[src/rtl/calc_entry_fsm.sv]
// Keypad front-end for the grid calculator: builds hex/decimal operands from
// cell-code key pulses, latches op1/op2/operator and registers the 16-bit result.
module calc_entry_fsm #(
   parameter int unsigned W          = 16,
   parameter int unsigned MAX_DIGITS = 4
) (
   input  logic         clk,
   input  logic         rst,
   input  logic [4:0]   val,
   input  logic         enter_button,
   input  logic         mode,
   output logic [W-1:0] output_number,
   output logic [W-1:0] op1,
   output logic [W-1:0] op2,
   output logic [2:0]   op,
   output logic         result_valid
);

   localparam int unsigned CNT_W = $clog2(MAX_DIGITS + 1);

   typedef enum logic [1:0] {S_OP1, S_OP2, S_SEL, S_RES} state_t;

   state_t           r_state, w_state_nxt;
   logic [W-1:0]     r_entry, w_entry_nxt;
   logic [CNT_W-1:0] r_cnt, w_cnt_nxt;
   logic [W-1:0]     r_op1, w_op1_nxt;
   logic [W-1:0]     r_op2, w_op2_nxt;
   logic [2:0]       r_op, w_op_nxt;
   logic [W-1:0]     r_result, w_result_nxt;
   logic             r_valid, w_valid_nxt;
   logic             r_mode_q;
   logic [W-1:0]     r_out;

   logic             w_mode_chg, w_key, w_digit_ok, w_cnt_ok;
   logic             w_ce, w_ac, w_exe, w_oper;
   logic [3:0]       w_digit;
   logic [2:0]       w_opcode;
   logic [W-1:0]     w_hex_shift, w_dec_shift, w_entry_digit;

   function automatic logic [W-1:0] f_alu(input logic [2:0] code,
                                          input logic [W-1:0] a,
                                          input logic [W-1:0] b);
      case (code)
         3'd0:    f_alu = a + b;
         3'd1:    f_alu = a - b;
         3'd2:    f_alu = a * b;
         3'd3:    f_alu = a & b;
         3'd4:    f_alu = a | b;
         default: f_alu = '0;
      endcase
   endfunction

   // Key decode; a mode change in the same cycle swallows the key.
   assign w_mode_chg    = (mode != r_mode_q);
   assign w_key         = enter_button && !w_mode_chg;
   assign w_digit       = val[3:0];
   assign w_digit_ok    = w_key && !val[4] && (r_mode_q || (w_digit <= 4'd9));
   assign w_cnt_ok      = (r_cnt != CNT_W'(MAX_DIGITS));
   assign w_ce          = w_key && (val == 5'd16);
   assign w_ac          = w_key && (val == 5'd17);
   assign w_exe         = w_key && (val == 5'd18);
   assign w_oper        = w_key && (val >= 5'd19) && (val <= 5'd23);
   assign w_opcode      = 3'(val - 5'd19);
   assign w_hex_shift   = {r_entry[W-5:0], w_digit};
   assign w_dec_shift   = (r_entry << 3) + (r_entry << 1) + W'(w_digit);
   assign w_entry_digit = r_mode_q ? w_hex_shift : w_dec_shift;

   // State register
   always_ff @(posedge clk) begin
      if (rst) r_state <= S_OP1;
      else     r_state <= w_state_nxt;
   end

   // Next-state logic
   always_comb begin
      w_state_nxt = r_state;
      if (w_ac) begin
         w_state_nxt = S_OP1;
      end else begin
         case (r_state)
            S_OP1: if (w_exe) w_state_nxt = S_OP2;
            S_OP2: if (w_exe) w_state_nxt = S_SEL;
            S_SEL: if (w_oper) w_state_nxt = S_RES;
            S_RES: begin
               if (w_digit_ok)  w_state_nxt = S_OP1;
               else if (w_exe)  w_state_nxt = S_OP2;
            end
            default: w_state_nxt = S_OP1;
         endcase
      end
   end

   // Datapath / output next values
   always_comb begin
      w_entry_nxt  = r_entry;
      w_cnt_nxt    = r_cnt;
      w_op1_nxt    = r_op1;
      w_op2_nxt    = r_op2;
      w_op_nxt     = r_op;
      w_result_nxt = r_result;
      w_valid_nxt  = 1'b0;
      if (w_mode_chg) begin
         w_entry_nxt = '0;
         w_cnt_nxt   = '0;
      end else if (w_ac) begin
         w_entry_nxt  = '0;
         w_cnt_nxt    = '0;
         w_op1_nxt    = '0;
         w_op2_nxt    = '0;
         w_op_nxt     = '0;
         w_result_nxt = '0;
      end else begin
         case (r_state)
            S_OP1, S_OP2: begin
               if (w_digit_ok && w_cnt_ok) begin
                  w_entry_nxt = w_entry_digit;
                  w_cnt_nxt   = r_cnt + CNT_W'(1);
               end else if (w_ce) begin
                  w_entry_nxt = '0;
                  w_cnt_nxt   = '0;
               end else if (w_exe) begin
                  if (r_state == S_OP1) w_op1_nxt = r_entry;
                  else                  w_op2_nxt = r_entry;
                  w_entry_nxt = '0;
                  w_cnt_nxt   = '0;
               end
            end
            S_SEL: begin
               if (w_oper) begin
                  w_op_nxt     = w_opcode;
                  w_result_nxt = f_alu(w_opcode, r_op1, r_op2);
                  w_valid_nxt  = 1'b1;
               end
            end
            S_RES: begin
               if (w_digit_ok) begin
                  w_op1_nxt   = '0;
                  w_op2_nxt   = '0;
                  w_entry_nxt = W'(w_digit);
                  w_cnt_nxt   = CNT_W'(1);
               end else if (w_exe) begin
                  w_op1_nxt   = r_result;
                  w_entry_nxt = '0;
                  w_cnt_nxt   = '0;
               end
            end
            default: ;
         endcase
      end
   end

   always_ff @(posedge clk) begin
      if (rst) begin
         r_entry  <= '0;
         r_cnt    <= '0;
         r_op1    <= '0;
         r_op2    <= '0;
         r_op     <= '0;
         r_result <= '0;
         r_valid  <= 1'b0;
         r_mode_q <= mode;
         r_out    <= '0;
      end else begin
         r_entry  <= w_entry_nxt;
         r_cnt    <= w_cnt_nxt;
         r_op1    <= w_op1_nxt;
         r_op2    <= w_op2_nxt;
         r_op     <= w_op_nxt;
         r_result <= w_result_nxt;
         r_valid  <= w_valid_nxt;
         r_mode_q <= mode;
         r_out    <= (w_state_nxt == S_RES) ? w_result_nxt : w_entry_nxt;
      end
   end

   assign output_number = r_out;
   assign op1           = r_op1;
   assign op2           = r_op2;
   assign op            = r_op;
   assign result_valid  = r_valid;

endmodule

[config.mk]
export PLATFORM = sky130hd
export DESIGN_NAME = calc_entry_fsm
export DESIGN_NICKNAME = d
export VERILOG_FILES = /design/src/rtl/calc_entry_fsm.sv
export SDC_FILE = /design/constraint.sdc
export NUM_CORES = 1
export LEC_CHECK = 0
export BUFFER_PORTS_ARGS = -buffer_cell sky130_fd_sc_hd__buf_2
export CAP_MARGIN = 10
export CORE_UTILIZATION = 57
export DETAILED_ROUTE_END_ITERATION = 7
export HOLD_SLACK_MARGIN = 0.15
export PLACE_DENSITY = 0.78
export SYNTH_ARGS = -nofsm -noshare
export SYNTH_HDL_FRONTEND = slang
export SYNTH_SLANG_ARGS = --single-unit
[constraint.sdc]
create_clock -name clk -period 6.3 [get_ports clk]
set_input_delay 1.89 -clock clk [delete_from_list [all_inputs] [get_ports clk]]
set_output_delay 1.89 -clock clk [all_outputs]
set_load 0.005 [all_outputs]
* After elaboration in Yosys (flattened, before gate mapping)
Index checks and enable logic that the tools add are counted. Widths: inputs -> output; s select.
Operators by class: multiply operators 1, magnitude comparators 3, bitwise gates (word level) 4, shift-type cells 0, equality and inequality tests 20, reduce and logical (&&, ||, !) cells 24, div/mod/pow operators 0, add/sub/neg operators 6, mux-type cells 44
Operator list (count):
- $mux 16 | 25
- $pmux 16 s2 | 3
- $pmux 16 s5 | 1
- $add 16x16->16 | 2
- $mux 3 | 7
- $ne 3x3->1 const B | 7
- $add 16x4->16 | 1
- $and 16x16->16 | 1
- $mul 16x16->16 | 1
- $or 16x16->16 | 1
- $sub 16x16->16 | 1
- $eq 5x5->1 const B | 3
- $reduce_and 7->1 | 2
- $mux 2 | 5
- $logic_and 1x1->1 | 9
- $pmux 2 s4 | 1
- $eq 2x2->1 const B | 3
- $eq 3x2->1 const B | 2
- $pmux 3 s2 | 1
- $reduce_bool 2->1 | 3
- $ge 5x5->1 const B | 1
- $le 5x5->1 const B | 1
- $le 4x4->1 const B | 1
- $ne 4x4->1 const B | 1
- 17 further kinds | 19
Word-level totals: memories kept 0, bits in latches 0, logic and storage cells 112, ROM bits 0, RAM bits 0, bits in registers 90

* Longest topological paths before layout
Gate-level depths: netlist of run 1.
word-level depth 11, depth in mapped cells 23

* Least setup slack after synthesis of run 1
No wires, ideal clock.
path kind register to register, start point reg r_op2[2] (netlist: op2[2]), end point reg r_out[14] (netlist: output_number[14]), arrival time 5.873 ns, cell stages (with the launch flop) 22, path slack 0.326 ns, period minus slack after synthesis 5.974 ns, required time 6.199 ns, buffers on the path 2, path through dfxtp_1 clkbuf_1 clkbuf_1 nand2_1 fa_1 fa_1 fa_1 fa_1 inv_1 fa_1 inv_1 fa_1 inv_1 ha_1 a21o_1 and3_1 a221oi_1 mux2_2 o221ai_1 a22oi_1 or3_1 o41ai_1
On the way: cells in the longest elaborated chain, start to end 7
Ends and longest elaborated chain:
- from (decl) | RTL line 27 | logic [W-1:0] r_op2, w_op2_nxt;
- from (signal assigned) | RTL line 167 | r_op2 <= w_op2_nxt;
- $mul 16x16->16, or another cell as far along | RTL line 46 | 3'd2: f_alu = a * b;
- $pmux 16 s5 (*) | RTL line 43 | case (code)
- $mux 16 (*) | RTL line 129 | if (w_oper) begin
- $mux 16 (*) | RTL line 113 | case (r_state)
- $mux 16 (*) | RTL line 105 | end else if (w_ac) begin
- $mux 16 (*) | RTL line 102 | if (w_mode_chg) begin
- $mux 16 (*) | RTL line 172 | r_out <= (w_state_nxt == S_RES) ? w_result_nxt : w_entry_nxt;
- to (signal assigned) | RTL line 172
- to (decl) | RTL line 32 | logic [W-1:0] r_out;
Every way passes the cells marked *; elsewhere a longest branch is shown, timed or not. A chain may end at the register's enable or synchronous reset.

* Worst setup path after layout of run 1
Same ends and word-level chain as after synthesis.

==> results of run 1 <==
==> report_power, final <==
group | switching (mW) | total (mW) | leakage, nW | internal [mW]
clock | 0.248 | 0.599 | 0.160 | 0.351
sequential | 0.00667 | 0.578 | 0.726 | 0.571
combinational | 0.0704 | 0.107 | 4.15 | 0.0365
==> metal layers <==
layer,vias to the layer above,share of wire [%]
met1,4439,41
met4,0,3.8
met3,83,7.2
met5,-,0
li1,4379,-
met2,414,48
==> metrics by stage <==
step | setup WS [ns] | area, sq um
2_1_floorplan | 0.3262 | 10270
3_5_place_dp | 0.2844 | 10890
5_1_grt | 0.04075 | 11230
3_3_place_gp | 0.3123 | 10890
6_report | 0.2351 | 11230
4_1_cts | 0.2404 | 11220
==> worst max-delay path by stage <==
stage                             start                      endpoint  slack [ns]  cells past startpoint
finish              op2[2]$_SDFFE_PP0P_  output_number[14]$_SDFF_PP0_        0.24                     19
global route        op2[2]$_SDFFE_PP0P_  output_number[15]$_SDFF_PP0_        0.04                     17
CTS                 op2[3]$_SDFFE_PP0P_  output_number[14]$_SDFF_PP0_        0.24                     19
detailed placement  op2[3]$_SDFFE_PP0P_  output_number[14]$_SDFF_PP0_        0.28                     19
global placement                 val[0]  output_number[14]$_SDFF_PP0_        0.31                     19
floorplan           op2[2]$_SDFFE_PP0P_  output_number[14]$_SDFF_PP0_        0.33                     21
==> timing repair <==
action,CTS,global route
gates resized for setup,0,1
hold buffers,0,0
endpoints found under the setup margin,0,2
hold endpoints to repair,0,0
==> cells by family (layout without fill, tap and decap cells) <==
group	after synthesis	in the layout	share of synthesized area, %
DFF	90	90	17.54
xor gates and xnor gates	76	76	6.553
muxes	12	12	1.255
and+or+nand+nor	411	411	19.00
adders and majority gates	186	186	28.72
AOI/OAI and AO/OA	286	286	18.84
buffers and inverters	216	260	8.088
==> registers in the layout, summed over array words and instances (netlist names) <==
signal	count
result_valid	1
op	3
op1	16
r_mode_q	1
r_entry	16
r_result	16
r_state	2
output_number	16
r_cnt	3
op2	16
==> final cells by class <==
cell class	instances	area, sq um	area share, %
sequential	90	1803	16.05
inverter	136	510.5	4.544
timing repair buffer	108	668.1	5.947
multi-input combinational	971	7646	68.06
clock buffer	9	225.2	2.005
clock inverter	7	100.1	0.8910
tap	225	281.5	2.506
==> placed cells by master (no fill, tap or decap), types with 18 or more instances in the layout <==
master / instances
a211oi_1: 26
a21o_1: 21
a21oi_1: 73
a22oi_1: 31
and2_1: 71
buf_2: 60
buf_4: 47
dfxtp_1: 89
fa_1: 83
ha_1: 103
inv_1: 136
nand2_1: 131
nand3_1: 27
nor2_1: 104
nor3_1: 18
o21ai_0: 43
xnor2_1: 58
==> critical path, delay by kind of cell, from the launching register on <==
kind	cells	cell delay [ns]
multiplexers	1	0.41
AO/OA/AOI/OAI	5	0.83
AND/OR/NAND/NOR	3	0.68
adder cells (fa/ha/maj)	7	3.33
buffers and inverters	3	0.14
flip-flops	1	0.58
==> key figures, run 1 <==
Status
  • Outcome: complete, no violations

Setup path
  • FF-to-FF Start: op2[2]$_SDFFE_PP0P_
  • CP Class: reg -> reg
  • Crit end category: register
  • Crit Path Max Fanout: 12
  • CP arrival: 6.32 ns
  • CP max-delay cell: dfxtp_1
  • Most frequent CP cell: fa_1
  • Cell Chain, Critical Path: nand2_1 > fa_1 > fa_1 > fa_1 > fa_1 > inv_1 > fa_1 > inv_1 > fa_1 > inv_1 > ha_1 > a21o_1 > and3_1 > a221oi_1 > mux2_2 > o221ai_1 > a22oi_1 > or3_1 > o41ai_1
  • R2R Path End: output_number[14]$_SDFF_PP0_
  • Delay of the slowest cell on the worst path: roughly 0.58 ns
  • Required @ worst endpoint: between 6 and 7 ns
  • Worst r2r path cells: 19
  • Reg-to-reg slack, setup: 0.24 ns
  • Critical path startpoint category: register

Global route
  • Met2 Track Usage GR: a little under three fifths
  • First-pass GRT wire length: around 47 mm
  • Gr usage total: between 30% and 40%
  • Vias in the first global route: 9,165
  • Initial antenna violation count: 0
  • Gr busiest metal: met2
  • Pin count of the biggest net entering global routing: 75
  • GR met1 Demand/Resource: about 40%
  • Met3 Usage GRT: 4.586%
  • GR Overflow Total: 0

Floorplan
  • IO Pins: approximately 60
  • Die height: 136.2 um
  • Die Wd: around 140 um
  • Initial Util: between 50 and 60%
  • Core Area: ~17,000 sq um
  • Site Rows: 48
  • DIE AREA: ~19,000 sq um

Drt
  • Routed WL per cell: ~19 um
  • Via count: approximately 9,300
  • Vias/cell: 6.025
  • Routed WL: between 20 and 30 mm
  • Final ANT Viol Nets: 0
  • Drt pass-1 iters: 6
  • Drc violations: 0
  • Iter 0 DRT Violations: between 800 and 900

Timing
  • FMAX: 164.9 MHz
  • Setup violations, final: 0
  • Final hold viol count: 0
  • Final Slew Violations: 0
  • Relative slew slack: between 10% and 20%
  • WHS: roughly 0.5 ns
  • Setup Skew: ~0.0056 ns
  • Fin crit share: between 90% and 100%
  • Final Critical Period: 6.065 ns
  • Final TNS setup: 0 ns
  • RSZ-0062 raised after global routing: no
  • Worst-Margin Slew: 1.263 ns

Synthesis
  • Seq/Total Area, Yosys: 17.54%
  • Number of synthesized flops with an enable pin: 0
  • Synth Net Count: ~1,500
  • Synth Flop Type: dfxtp_1
  • Most common cell in the netlist: inv_1
  • Synth Instances: 1,277
  • Flops & latches, synth: 90
  • Yosys warns: 0
  • Synth cell types: between 60 and 70
  • Post-Synthesis Mean Instance Area: 8.044 sq um
  • Async S/R FF share, synth: 0%
  • Post-synth top area cell: dfxtp_1
  • Top cells by area, synth: dfxtp_1 (18%), fa_1 (16%), ha_1 (13%)
  • Post-synth top area share: 17.54%
  • Most instantiated cells after synthesis: inv_1 (136), nand2_1 (131), nor2_1 (105)
  • Post-Syn Area: between 10,000 and 15,000 sq um

Flow run
  • Total of max-cap violations: 0

Power and ir drop
  • Final Power: approximately 1.3 mW
  • Lkg Pwr: around 5.0 nW
  • Worst vdd ir: 110.7 uV
  • Power density cells: ~110 nW/um^2

Clock network
  • Clk Latency, worst-skew pair: approximately 0.35 ns
  • Clock Sink Count: 90
  • CTS H-tree depth: 3
  • CTS Buffer Depth: 2
  • TritonCTS clock tree: done
  • Post-CTS setup buffer count: 0
  • Root Buffer: clkbuf_16
  • TritonCTS Buffers: 9
  • CTS clk-pin slew, worst paths: around 0.070 ns

Worst hold path
  • Hold EP: op[1]$_SDFFE_PP0P_
  • WHS Path Cells: 2
  • Hold Path Class: reg -> reg
  • Beginning of the worst hold path: op[1]$_SDFFE_PP0P_

Final layout
  • Antenna cell count: 0
  • Fillers: roughly 1,500
  • Core Util, Final: between 60% and 70%
  • Finished Layout Cells: between 1,500 and 2,000
  • Share of cells above drive strength 1: roughly 11%
  • Nets: ~1,500
  • Area Overhead vs Synth: 9.366%

Placement
  • Hpwl dp: approximately 23 mm
  • # port buffers: 60
  • Routability cong.: around 0.93
  • Placed Cells: roughly 1,500
Note: power is estimated with default switching activity, not from simulation.
==> run 2: changes to the inputs <==
Settings changed: CORE_MARGIN set to 4.
==> run 2 against run 1 <==
Effect of this change: via count rose by 0.91%; sequential share of layout area rose by 0.13 points; routed wire length rose by 1.3%; critical path depth rose by 1; worst setup slack improved by 0.028 ns; critical path type unchanged; critical endpoint unchanged; largest cell class unchanged.
==> key figures, run 2 (synthesized netlist as in run 1, its figures left out) <==
Setup path
  • Required @ worst endpoint: 6.55 ns (about the same)
  • Reg-to-reg slack, setup: 0.26 ns (+0.03 ns)
  • CP arrival: 6.29 ns (-0.03 ns)
  • Crit Path Max Fanout: 7 (-5)
  • CP Class: reg -> reg
  • Critical path startpoint category: register
  • R2R Path End: output_number[14]$_SDFF_PP0_
  • Worst r2r path cells: 20 (+1)
  • FF-to-FF Start: op1[5]$_SDFFE_PP0P_
  • Crit end category: register

Worst hold path
  • WHS Path Cells: 2 (unchanged)
  • Hold Path Class: reg -> reg
  • Hold EP: op[0]$_SDFFE_PP0P_
  • Beginning of the worst hold path: op[0]$_SDFFE_PP0P_

Power and ir drop
  • Worst vdd ir: 170.3 uV (+54%)
  • Power density cells: 108.9 nW/um^2 (-4.7%)
  • Final Power: 1.219 mW (-5.1%)
  • Lkg Pwr: 5.000 nW (-0.68%)

Drt
  • Routed WL: 29.80 mm (+1.3%)
  • Routed WL per cell: 19.30 um (+1.4%)
  • Iter 0 DRT Violations: 976 (+18%)
  • Drt pass-1 iters: 7 (+1)
  • Final ANT Viol Nets: 0 (unchanged)
  • Drc violations: 0 (unchanged)
  • Via count: 9,400 (+0.91%)
  • Vias/cell: 6.088 (+1.0%)

Final layout
  • Nets: 1,509 (-0.13%)
  • Commonest non-fill, non-tap cell in the layout: inv_1
  • Commonest cells after routing, fill and taps aside: inv_1 (136), nand2_1 (131), nor2_1 (104)
  • Core Util, Final: 64.04% (-0.24 points)
  • Share of cells above drive strength 1: 11.52% (+0.32 points)
  • Final instance area: 11,190 sq um (-0.38%)
  • Area Overhead vs Synth: 8.953%
  • Antenna cell count: 0 (unchanged)

Timing
  • Setup Skew: 0.005088 ns (-0.0004922 ns)
  • WHS: 0.4940 ns (-0.006312 ns)
  • Final hold viol count: 0 (unchanged)
  • Relative slew slack: 17.46% (+1.7 points)
  • Final TNS setup: 0 ns (unchanged)
  • RSZ-0062 raised after global routing: no
  • Fin crit share: 95.82% (-0.45 points)
  • Final Critical Period: 6.037 ns (-0.02808 ns)
  • Final Slew Violations: 0 (unchanged)
  • Worst-Margin Slew: 1.238 ns (-0.02480 ns)
  • Setup violations, final: 0 (unchanged)
  • FMAX: 165.6 MHz (+0.46%)

Global route
  • First-pass GRT wire length: 48.30 mm (+3.1%)
  • Initial antenna violation count: 0 (unchanged)
  • Gr usage total: 29.98% (-2.9 points)
  • Pin count of the biggest net entering global routing: 75 (unchanged)
  • GR Overflow Total: 0 (unchanged)
  • Vias in the first global route: 9,191 (+0.28%)

Floorplan
  • Core Area: 17,480 sq um (unchanged)
  • Site Rows: 48 (unchanged)
  • Initial Util: 58.78% (unchanged)
  • IO Pins: 61 (unchanged)
  • Die height: 142.2 um (+4.4%)
  • Die Wd: 142.2 um (+4.4%)
  • DIE AREA: 20,230 sq um (+9.0%)

Clock network
  • CTS Buffer Depth: 2 (unchanged)
  • TritonCTS Buffers: 9 (unchanged)
  • Clk Latency, worst-skew pair: 0.35 ns (about the same)
  • Post-cts hold buffer count: 0 (unchanged)
  • Clock Sink Count: 90 (unchanged)
  • Post-CTS setup buffer count: 0 (unchanged)
  • CTS H-tree depth: 3 (unchanged)
  • CTS clk-pin slew, worst paths: 0.07 ns (about the same)
  • TritonCTS clock tree: done
  • CTS resizes: 0 (unchanged)
  • Root Buffer: clkbuf_16

Placement
  • Routability cong.: 0.9831 (+5.9%)
  • Placed cell area: 10,900 sq um (about the same)
  • # port buffers: 60 (unchanged)
  • Hpwl dp: 23.08 mm (+1.9%)

Flow run
  • Total of max-cap violations: 0 (unchanged)

Status
  • Outcome: complete, no violations
## run 2: changes by cell type in the layout (fill, tap and decap cells not counted), sizes merged
cell,previous run,this run
inv,138,140
bufinv,2,0
clkinvlp,0,3
buf,108,106
clkinv,3,0
## run 2: layout make-up
cell class	instances	area (sq um)
Multi-Input combinational cell	971	7646
Fill cell	1493	6285
Sequential cell	90	1810
Timing Repair Buffer	106	658.1
Inverter	136	510.5
Tap cell	225	281.5
Clock buffer	9	225.2
Clock inverter	7	60.06
## run 2: metrics by stage
stage          setup WS [ns]  instances
6_report              0.2632       1544
4_1_cts               0.1537       1544
5_1_grt              0.01700       1544
3_3_place_gp          0.3064       1528
3_5_place_dp          0.1662       1528
2_1_floorplan         0.3262       1277
## run 2: report_power, final
group          switching, mW  internal (mW)
registers            0.00663          0.571
logic                 0.0701         0.0366
clock network          0.260          0.275
## run 2: routing by layer
metal / track usage (%) / part of all wire [%] / vias to the layer above
met4: 14.39 / 4.9 / 0
met3: 3.864 / 7.0 / 102
met5: 0 / 0 / -
li1: - / - / 4377
met1: 38.31 / 41 / 4489
met2: 50.31 / 48 / 432
## run 2: how the worst max path moves through the flow
stage	slack, ns	to	from
after CTS	0.15	output_number[14]$_SDFF_PP0_	op2[1]$_SDFFE_PP0P_
after floorplan	0.33	output_number[14]$_SDFF_PP0_	op2[2]$_SDFFE_PP0P_
after global placement	0.31	output_number[14]$_SDFF_PP0_	op2[1]$_SDFFE_PP0P_
final	0.26	output_number[14]$_SDFF_PP0_	op1[5]$_SDFFE_PP0P_
after detailed placement	0.17	output_number[14]$_SDFF_PP0_	op2[1]$_SDFFE_PP0P_
after global routing	0.02	output_number[14]$_SDFF_PP0_	op1[5]$_SDFFE_PP0P_
## run 2: critical path: stages (launching register included)
cell and delay [ns]:
dfxtp_1 0.53, nand2_1 0.14, fa_1 0.51, fa_1 0.54, inv_1 0.04, ha_1 0.20, fa_1 0.44, ha_1 0.29
inv_1 0.04, fa_1 0.47, inv_1 0.04, ha_1 0.31, and3_1 0.19, a221oi_1 0.42, a21oi_1 0.25, a221oi_1 0.35
mux2_2 0.40, o221ai_1 0.20, a22oi_1 0.12, or3_1 0.35, o41ai_1 0.07
==> run 3: changes to the inputs <==
Settings changed: CAP_MARGIN 10 to not set, CELL_PAD_IN_SITES_DETAIL_PLACEMENT set to 0, CELL_PAD_IN_SITES_GLOBAL_PLACEMENT set to 1, CORE_UTILIZATION 57 to 43, GPL_ROUTABILITY_DRIVEN set to 0.
==> run 3 against run 2 <==
Effect of this change: worst setup slack worse by 0.0069 ns; routed wire length up 4.4%; final area up 1.7%; maximum frequency down 0.11%; clock skew up 0.0022 ns; non-clock buffer count up 4; worst hold slack worse by 0.0021 ns; core utilization down 16 points; critical path depth down 1; critical path type unchanged; largest cell class unchanged.
==> key figures, run 3 (synthesized netlist as in run 1, its figures left out) <==
Status
  • Outcome: complete, no violations

Placement
  • Hpwl dp: 24.55 mm (+6.4%)
  • # port buffers: 60 (unchanged)
  • Placed Cells: 1,626 (+6.4%)

Drt
  • Routed WL: 31.10 mm (+4.4%)
  • Vias/cell: 5.525 (-9.2%)
  • Drt pass-1 iters: 5 (-2)
  • Routed WL per cell: 18.95 um (-1.8%)
  • Drc violations: 0 (unchanged)
  • Iter 0 DRT Violations: 652 (-33%)
  • Via count: 9,067 (-3.5%)
  • Final ANT Viol Nets: 0 (unchanged)

Final layout
  • Commonest cells after routing, fill and taps aside: inv_1 (136), nand2_1 (131), nor2_1 (104)
  • Commonest non-fill, non-tap cell in the layout: inv_1
  • Area Overhead vs Synth: 10.80%
  • Fillers: 2,346 (+57%)
  • Finished Layout Cells: 1,641 (+6.3%)
  • Antenna cell count: 0 (unchanged)
  • Share of cells above drive strength 1: 11.72% (+0.20 points)
  • Nets: 1,513 (+0.27%)

Power and ir drop
  • Lkg Pwr: 5.049 nW (+0.97%)
  • Power density cells: 113.4 nW/um^2 (+4.1%)
  • Worst vdd ir: 126.0 uV (-26%)

Worst hold path
  • Beginning of the worst hold path: op[1]$_SDFFE_PP0P_
  • Hold Path Class: reg -> reg
  • Hold EP: op[1]$_SDFFE_PP0P_
  • WHS Path Cells: 2 (unchanged)

Timing
  • Fin crit share: 95.93% (+0.11 points)
  • Worst-Margin Slew: 1.117 ns (-0.1208 ns)
  • FMAX: 165.5 MHz (-0.11%)
  • RSZ-0062 raised after global routing: no
  • Final TNS setup: 0 ns (unchanged)
  • Setup violations, final: 0 (unchanged)
  • Setup Skew: 0.007283 ns (+0.002196 ns)
  • Final Slew Violations: 0 (unchanged)
  • Final hold viol count: 0 (unchanged)
  • Relative slew slack: 25.41% (+7.9 points)
  • Final Critical Period: 6.044 ns (+0.006860 ns)

Floorplan
  • Core Area: 23,470 sq um (+34%)
  • DIE AREA: 26,430 sq um (+31%)
  • Initial Util: 43.76% (-15 points)
  • Die height: 162.6 um (+14%)
  • Site Rows: 56 (+17%)
  • IO Pins: 61 (unchanged)
  • Die Wd: 162.6 um (+14%)

Clock network
  • Post-CTS setup buffer count: 0 (unchanged)
  • TritonCTS Buffers: 9 (unchanged)
  • TritonCTS clock tree: done
  • Clock Sink Count: 90 (unchanged)
  • CTS H-tree depth: 3 (unchanged)
  • CTS clk-pin slew, worst paths: 0.07 ns (about the same)
  • CTS Buffer Depth: 2 (unchanged)
  • Root Buffer: clkbuf_16
  • Clk Latency, worst-skew pair: 0.36 ns (about the same)

Global route
  • GR Overflow Total: 0 (unchanged)
  • Pin count of the biggest net entering global routing: 75 (unchanged)
  • Gr usage total: 23.79% (-6.2 points)
  • First-pass GRT wire length: 49.76 mm (+3.0%)
  • Gr busiest metal: met2
  • GR met1 Demand/Resource: 31.37% (-6.9 points)
  • Initial antenna violation count: 1 (+1)
  • Met2 Track Usage GR: 40.70% (-9.6 points)
  • Met3 Usage GRT: 3.442% (-0.42 points)
  • Vias in the first global route: 9,063 (-1.4%)

Flow run
  • Total of max-cap violations: 0 (unchanged)

Setup path
  • FF-to-FF Start: op2[4]$_SDFFE_PP0P_
  • Reg-to-reg slack, setup: 0.26 ns (about the same)
  • Crit Path Max Fanout: 10 (+3)
  • CP arrival: 6.30 ns (about the same)
  • CP Class: reg -> reg
  • R2R Path End: output_number[15]$_SDFF_PP0_
  • Crit end category: register
  • Worst r2r path cells: 19 (-5.0%)
  • Required @ worst endpoint: 6.56 ns (about the same)
  • Critical path startpoint category: register
## run 3: worst max-delay path by stage
| stage | from | to | slack (ns) | depth (start not counted) |
|---|---|---|---|---|
| after floorplan | op2[2]$_SDFFE_PP0P_ | output_number[14]$_SDFF_PP0_ | 0.33 | 21 |
| after global placement | op2[4]$_SDFFE_PP0P_ | output_number[14]$_SDFF_PP0_ | 0.23 | 20 |
| after detailed placement | op2[1]$_SDFFE_PP0P_ | output_number[14]$_SDFF_PP0_ | 0.13 | 19 |
| after CTS | op2[1]$_SDFFE_PP0P_ | output_number[14]$_SDFF_PP0_ | 0.1 | 19 |
| after global routing | op2[5]$_SDFFE_PP0P_ | output_number[14]$_SDFF_PP0_ | 0.03 | 20 |
| final | op2[4]$_SDFFE_PP0P_ | output_number[15]$_SDFF_PP0_ | 0.26 | 19 |
## run 3: final cells by class
class                      count  area [sq um]  area share, %
inverter                     136         510.5          4.485
timing repair buffer         110         688.2          6.046
multi-input combinational    971          7652          67.23
clock inverter                 6         97.59         0.8574
sequential                    90          1809          15.90
clock buffer                   9         225.2          1.979
tap                          319         399.1          3.507
## run 3: critical path: stages (launching register included)
cell and delay, ns:
dfxtp_2 0.38, buf_4 0.21, and2_1 0.18, fa_1 0.58, inv_1 0.07, fa_1 0.48
inv_1 0.05, fa_1 0.48, fa_1 0.51, fa_1 0.49, inv_1 0.05, fa_1 0.47
inv_1 0.04, ha_1 0.32, and3_1 0.16, a221oi_1 0.44, o21ai_0 0.26, xnor2_1 0.21
a221o_1 0.38, a31o_1 0.18
## run 3: routing by layer
metal  up-vias  share of wire [%]
met5         -              0.023
met4         2                2.5
met3        50                5.1
met2       266                 49
met1      4365                 44
li1       4384                  -
## run 3: power breakdown
part	switching [mW]	leakage, nW	internal [mW]
Sequential	0.00670	0.728	0.571
Combinational	0.0707	4.16	0.0370
Clock	0.253	0.158	0.352
Total	0.331	5.05	0.960
## run 3: through the flow
stage	worst slack, ns	util [%]	hold WS (ns)	total power, mW	area [sq um]
floorplan	0.3262	-	0.4576	0.6584	10270
global placement	0.2306	47.06	0.4666	0.6970	11050
detailed placement	0.1255	47.06	0.4699	0.6977	11050
CTS	0.09795	48.43	0.4985	1.301	11370
global route	0.02696	48.49	0.5227	1.334	11380
finish	0.2563	48.49	0.4919	1.291	11380
## run 3: what timing repair did
item	in CTS	in global routing
endpoints found under the setup margin	0	5
gates resized for setup	0	7
hold buffers	0	0
